[src/rtl/adder_tree_pkg.sv]
// Shared constants and elaboration-time helpers for the pipelined adder tree.
package adder_tree_pkg;

  localparam int DEFAULT_ADDER_BUS_SIZE = 32;
  localparam int DEFAULT_ADDER_CHANNELS = 4;

  // Ceiling log2; clog2(1) = 0.
  function automatic int clog2(input int n);
    int r;
    r = 0;
    for (int v = 1; v < n; v = v * 2) r++;
    return r;
  endfunction

  // Number of registered tree levels; a single channel still gets one stage.
  function automatic int tree_levels(input int n);
    return (clog2(n) < 1) ? 1 : clog2(n);
  endfunction

  // Operands left after one pairwise reduction; an odd leftover passes through.
  function automatic int half_width(input int n);
    return (n + 1) / 2;
  endfunction

  // Operand count entering a given level of a tree fed with n operands.
  function automatic int level_width(input int n, input int level);
    int w;
    w = n;
    for (int i = 0; i < level; i++) w = half_width(w);
    return w;
  endfunction

endpackage

[src/rtl/adder_tree_level.sv]
// One registered level of the adder tree: N_IN operands in, ceil(N_IN/2) out.
// Each output carries a sticky overflow bit. With ADDER_TREE_SATURATE_EN
// defined, any node whose overflow bit is set outputs all-ones.
module adder_tree_level
  import adder_tree_pkg::*;
#(
  parameter int  BUS_SIZE = DEFAULT_ADDER_BUS_SIZE,
  parameter int  N_IN     = DEFAULT_ADDER_CHANNELS,
  localparam int N_OUT    = half_width(N_IN)
) (
  input  logic                      i_clk,
  input  logic                      i_reset,
  input  logic                      i_stall,
  input  logic [N_IN*BUS_SIZE-1:0]  in_data,
  input  logic [N_IN-1:0]           in_ovf,
  input  logic                      in_valid,
  output logic [N_OUT*BUS_SIZE-1:0] out_data,
  output logic [N_OUT-1:0]          out_ovf,
  output logic                      out_valid
);

  logic [N_OUT*BUS_SIZE-1:0] node_data;
  logic [N_OUT-1:0]          node_ovf;

  for (genvar j = 0; j < N_OUT; j++) begin : g_node
    logic [BUS_SIZE-1:0] sum_val;
    logic                ovf;

    if (2 * j + 1 < N_IN) begin : g_add
      // One extra bit captures the carry-out of this node's addition.
      logic [BUS_SIZE:0] wide;
      assign wide    = {1'b0, in_data[(2*j)*BUS_SIZE +: BUS_SIZE]}
                     + {1'b0, in_data[(2*j+1)*BUS_SIZE +: BUS_SIZE]};
      assign sum_val = wide[BUS_SIZE-1:0];
      assign ovf     = in_ovf[2*j] | in_ovf[2*j+1] | wide[BUS_SIZE];
    end else begin : g_pass
      // Odd leftover operand: forwarded unchanged along with its overflow bit.
      assign sum_val = in_data[(2*j)*BUS_SIZE +: BUS_SIZE];
      assign ovf     = in_ovf[2*j];
    end

`ifdef ADDER_TREE_SATURATE_EN
    assign node_data[j*BUS_SIZE +: BUS_SIZE] = ovf ? {BUS_SIZE{1'b1}} : sum_val;
`else
    assign node_data[j*BUS_SIZE +: BUS_SIZE] = sum_val;
`endif
    assign node_ovf[j] = ovf;
  end

  // Stage register: reset clears everything, stall freezes everything.
  always_ff @(posedge i_clk) begin
    // NOTE: state is written with <= so every stage samples the pre-edge value
    // of its upstream stage; blocking writes would let a sample race ahead.
    if (i_reset) begin
      // NOTE: the data registers are reset too (not just valid), because the
      // result output must read zero on the cycle after reset.
      out_data  <= '0;
      out_ovf   <= '0;
      out_valid <= 1'b0;
    end else if (!i_stall) begin
      out_data  <= node_data;
      out_ovf   <= node_ovf;
      out_valid <= in_valid;
    end
  end

endmodule

[src/rtl/adder_tree_pipelined.sv]
// Pipelined multi-channel unsigned adder: CHANNELS operands of BUS_SIZE bits
// reduced through a registered binary tree, one register per level, with
// valid tracking, whole-pipeline stall and sticky per-sample overflow.
// Optional build macro: ADDER_TREE_SATURATE_EN (saturate to all-ones on
// overflow instead of wrapping modulo 2^BUS_SIZE).
module adder_tree_pipelined
  import adder_tree_pkg::*;
#(
  parameter int BUS_SIZE = DEFAULT_ADDER_BUS_SIZE,
  parameter int CHANNELS = DEFAULT_ADDER_CHANNELS
) (
  input  logic                         i_clk,
  input  logic                         i_reset,
  input  logic [CHANNELS*BUS_SIZE-1:0] i_values,
  input  logic                         i_valid,
  input  logic                         i_stall,
  output logic [BUS_SIZE-1:0]          o_result,
  output logic                         o_valid,
  output logic                         o_overflow
);

  localparam int LEVELS = tree_levels(CHANNELS);

  for (genvar l = 0; l < LEVELS; l++) begin : g_lvl
    localparam int N_IN  = level_width(CHANNELS, l);
    localparam int N_OUT = half_width(N_IN);

    logic [N_IN*BUS_SIZE-1:0]  lvl_in_data;
    logic [N_IN-1:0]           lvl_in_ovf;
    logic                      lvl_in_valid;
    logic [N_OUT*BUS_SIZE-1:0] lvl_out_data;
    logic [N_OUT-1:0]          lvl_out_ovf;
    logic                      lvl_out_valid;

    if (l == 0) begin : g_src
      // Raw operands enter with no overflow history.
      assign lvl_in_data  = i_values;
      assign lvl_in_ovf   = '0;
      assign lvl_in_valid = i_valid;
    end else begin : g_chain
      assign lvl_in_data  = g_lvl[l-1].lvl_out_data;
      assign lvl_in_ovf   = g_lvl[l-1].lvl_out_ovf;
      assign lvl_in_valid = g_lvl[l-1].lvl_out_valid;
    end

    adder_tree_level #(
      .BUS_SIZE (BUS_SIZE),
      .N_IN     (N_IN)
    ) u_level (
      .i_clk     (i_clk),
      .i_reset   (i_reset),
      .i_stall   (i_stall),
      .in_data   (lvl_in_data),
      .in_ovf    (lvl_in_ovf),
      .in_valid  (lvl_in_valid),
      .out_data  (lvl_out_data),
      .out_ovf   (lvl_out_ovf),
      .out_valid (lvl_out_valid)
    );
  end

  // The last level always reduces to exactly one operand.
  assign o_result   = g_lvl[LEVELS-1].lvl_out_data;
  assign o_overflow = g_lvl[LEVELS-1].lvl_out_ovf[0];
  assign o_valid    = g_lvl[LEVELS-1].lvl_out_valid;

endmodule

[config.mk]
export PLATFORM = sky130hd
export DESIGN_NAME = adder_tree_pipelined
export DESIGN_NICKNAME = d
export VERILOG_FILES = /design/src/rtl/adder_tree_pkg.sv /design/src/rtl/adder_tree_level.sv /design/src/rtl/adder_tree_pipelined.sv
export SDC_FILE = /design/constraint.sdc
export NUM_CORES = 1
export LEC_CHECK = 0
export BUFFER_PORTS_ARGS = -buffer_cell sky130_fd_sc_hd__buf_4
export CAP_MARGIN = 20
export CORE_MARGIN = 3
export CORE_UTILIZATION = 58
export CTS_CLUSTER_SIZE = 12
export DETAILED_ROUTE_END_ITERATION = 16
export PLACE_DENSITY = 0.82
export SYNTH_ARGS = -nofsm -noshare
export SYNTH_HDL_FRONTEND = slang
export SYNTH_SLANG_ARGS = --single-unit
[constraint.sdc]
create_clock -name i_clk -period 6.31 [get_ports i_clk]
set_clock_uncertainty 0.15 [all_clocks]
set_input_delay 0.631 -clock i_clk [delete_from_list [all_inputs] [get_ports i_clk]]
set_output_delay 0.631 -clock i_clk [all_outputs]
set_load 0.02 [all_outputs]
==> run metrics <==
DRT antenna net count=0; CP required=6400 ps; Top-Level Pins=166; Relative slew margins=46.50%; Max Root-Sink Buffers=2; multi-input logic area=0.006455 mm^2; Hold EP=g_lvl[1].u_level.out_data[16]; # rows=44; DR WL/cell=17.78 um; CTS tree=built; Period Utilization, post-route=48.59%; Die ar.=0.01671 mm^2; worst-margin pin slew=782.2 ps; CTS sink cnt=101; final wirelength=26.03 mm; core area=0.01470 mm^2; Clock Latency Late Sink=350 ps; reg2reg end=g_lvl[1].u_level.out_data[26]; final HPWL from detailed placement=20.51 mm; setup_tns=0 ps; initial core utilization=59.97%; share of layout cells above drive strength 1=16.09%; drc violations=0; max_cap viols=0; Synth Instances=1147; fmax=326.2 MHz; Post-synth EDFFs=0; most common cell after layout, fill and taps aside=buf_4; antenna cells=0; CP endpoint kind=flip-flop; fin nets=1507; placed cell area=0.01011 mm^2; Seq. cell area=0.002022 mm^2; Crit Path Max Fanout=6; Avg Cell Area, Syn=7.685 um^2; FFs w/ async S/R, synth=0%; reg2reg path depth=9; Post-Syn Nets=1378; power per cell area=209.7 mW/mm^2; Leakage=4.668 nW; hold_buf cts=0; Total GRT Usage=30.50%; most used routing layer=met2; CTS Buf Count=9; synthesized flop and latch total=101; Crit Path Class=input port to flip-flop; met2 usage=46.13%; Seq/Total Area, Yosys=22.94%; synth warn=0; CTS Root Cell=clkbuf_16; H-tree Lvls=3; Critical path origin=i_values[64]; first-pass GRT wire length=41.86 mm; hold crit path type=flip-flop to flip-flop; fin crit period=3066 ps; worst r2r src=g_lvl[0].u_level.out_data[0]; Die X-Extent=129.3 um; hold depth=2; setup violators final=0; Data arrival, critical path=3150 ps; post-CTS setup buffers=0; drt initial violations=878; unrepaired setup endpoints after global routing=false; most frequent cells in the layout=buf_4 (169), nand2_1 (143), a21oi_1 (140); post-route cell area=0.01040 mm^2; First-pass DRT Iterations=5; Yosys cell types=84; Post-CTS Resized=0; Die Ht=129.3 um; count of pins over their slew limit=0; vias in the first global route=8295; largest net degree at the start of global routing=72; Synth-to-Final Area Change=18.03%; overflow left after global routing=0; Fill cells=1241; Final GP Congestion=1.014; status=completed; synthesized cell area=0.008815 mm^2; most used flip-flop cell after synthesis=dfxtp_1; startpoint class of the critical path=input port; Hold Violations, Final=0; Avg Vias per Cell=6.314; FF-to-FF setup slack=3400 ps; Hold Crit Start=g_lvl[1].u_level.out_data[16]; met1 Use GR=45.30%; total number of vias=9244; number of port buffers=165; met3 Use GR=3.545%; clock slew at reported path FFs=70 ps; initial antenna violation count=0; Peak supply drop=0.1353 mV
==> final cells by class <==
type	count	share of cell area [%]
Clock buffer	10	2.201
Tap cell	184	2.213
Multi-Input combinational cell	958	62.04
Timing Repair Buffer	169	12.19
Inverter	37	1.335
Sequential cell	101	19.43
Clock inverter	5	0.5773
==> metrics by stage <==
stage | cells | worst slack (ps) | utilization, % | hold slack, ps | total power, W
final | 1464 | 3244 | 70.78 | 302.2 | 0.002182
after global routing | 1464 | 3113 | 70.78 | 322.3 | 0.002298
after CTS | 1464 | 3254 | 70.78 | 306.8 | 0.002167
after detailed placement | 1449 | 2902 | 68.81 | 294.1 | 0.001617
after global placement | 1449 | 2931 | 68.81 | 285.1 | 0.001604
after floorplan | 1147 | 3244 | - | 279.1 | 0.001342
==> state kept, by name, summed over array words and instances, names as in the netlist <==
name / flops
g_lvl.u_level.out_ovf: 3
g_lvl.u_level.out_data: 96
g_lvl.u_level.out_valid: 2
==> how the worst max path moves through the flow <==
stage	to	slack, ps	cells past startpoint
global placement	g_lvl[0].u_level.out_data[56]	2930	10
finish	g_lvl[0].u_level.out_data[58]	3240	10
detailed placement	g_lvl[0].u_level.out_data[58]	2900	10
floorplan	g_lvl[0].u_level.out_data[56]	3240	9
global route	g_lvl[0].u_level.out_data[56]	3110	10
CTS	g_lvl[0].u_level.out_data[58]	3250	10
==> power by group <==
| part | switching, W | internal, W |
|---|---|---|
| Sequential | 0.0000490 | 0.000707 |
| Combinational | 0.000512 | 0.000359 |
| Clock | 0.000249 | 0.000307 |
==> worst max-delay path, stage by stage <==
cell	delay [ps]
buf_4	110
ha_1	230
fa_1	430
a211oi_1	290
nor2_2	110
a221oi_4	440
o41a_4	280
a21oi_1	80
or3_1	310
a32o_1	240
==> Yosys cell counts, drive strengths merged, types with 5 or more instances <==
library cell | n | area share [%]
a2111oi | 8 | 1.2
a211oi | 16 | 1.5
a21boi | 5 | 0.43
a21o | 44 | 3.7
a21oi | 140 | 7.9
a31oi | 14 | 1.1
a32o | 5 | 0.57
and2 | 6 | 0.43
and3 | 16 | 1.2
buf | 12 | 0.62
clkbuf | 39 | 1.7
dfxtp | 101 | 23
ha | 96 | 14
inv | 37 | 1.6
mux2i | 15 | 1.7
nand2 | 143 | 6.1
nand2b | 5 | 0.35
nand3 | 32 | 1.8
nand4 | 17 | 1.2
nor2 | 88 | 3.8
nor2b | 7 | 0.50
nor3 | 10 | 0.57
o2111ai | 7 | 0.70
o211ai | 20 | 1.7
o21a | 9 | 0.77
o21ai | 91 | 5.2
o21bai | 16 | 1.4
o22ai | 6 | 0.57
o31ai | 6 | 0.51
xnor2 | 25 | 2.5
xor2 | 35 | 3.5
==> per-layer routing <==
layer | wire length [um] | vias to the layer above
li1 | - | 4508
met1 | 12100 | 4244
met2 | 11280 | 439
met3 | 2078 | 53
met4 | 563 | 0
met5 | 0 | -
==> logic make-up (layout without fill, tap and decap cells) <==
group	count (synthesis)	count (layout)	synth area share, %
compound gates	430	430	32.73
xor+xnor	60	60	5.962
fa+ha+maj	99	99	14.31
buf+inv	88	221	3.861
flops	101	101	22.94
mux	16	16	1.831
simple gates	353	353	18.37
(Power assumes the default switching activity.)
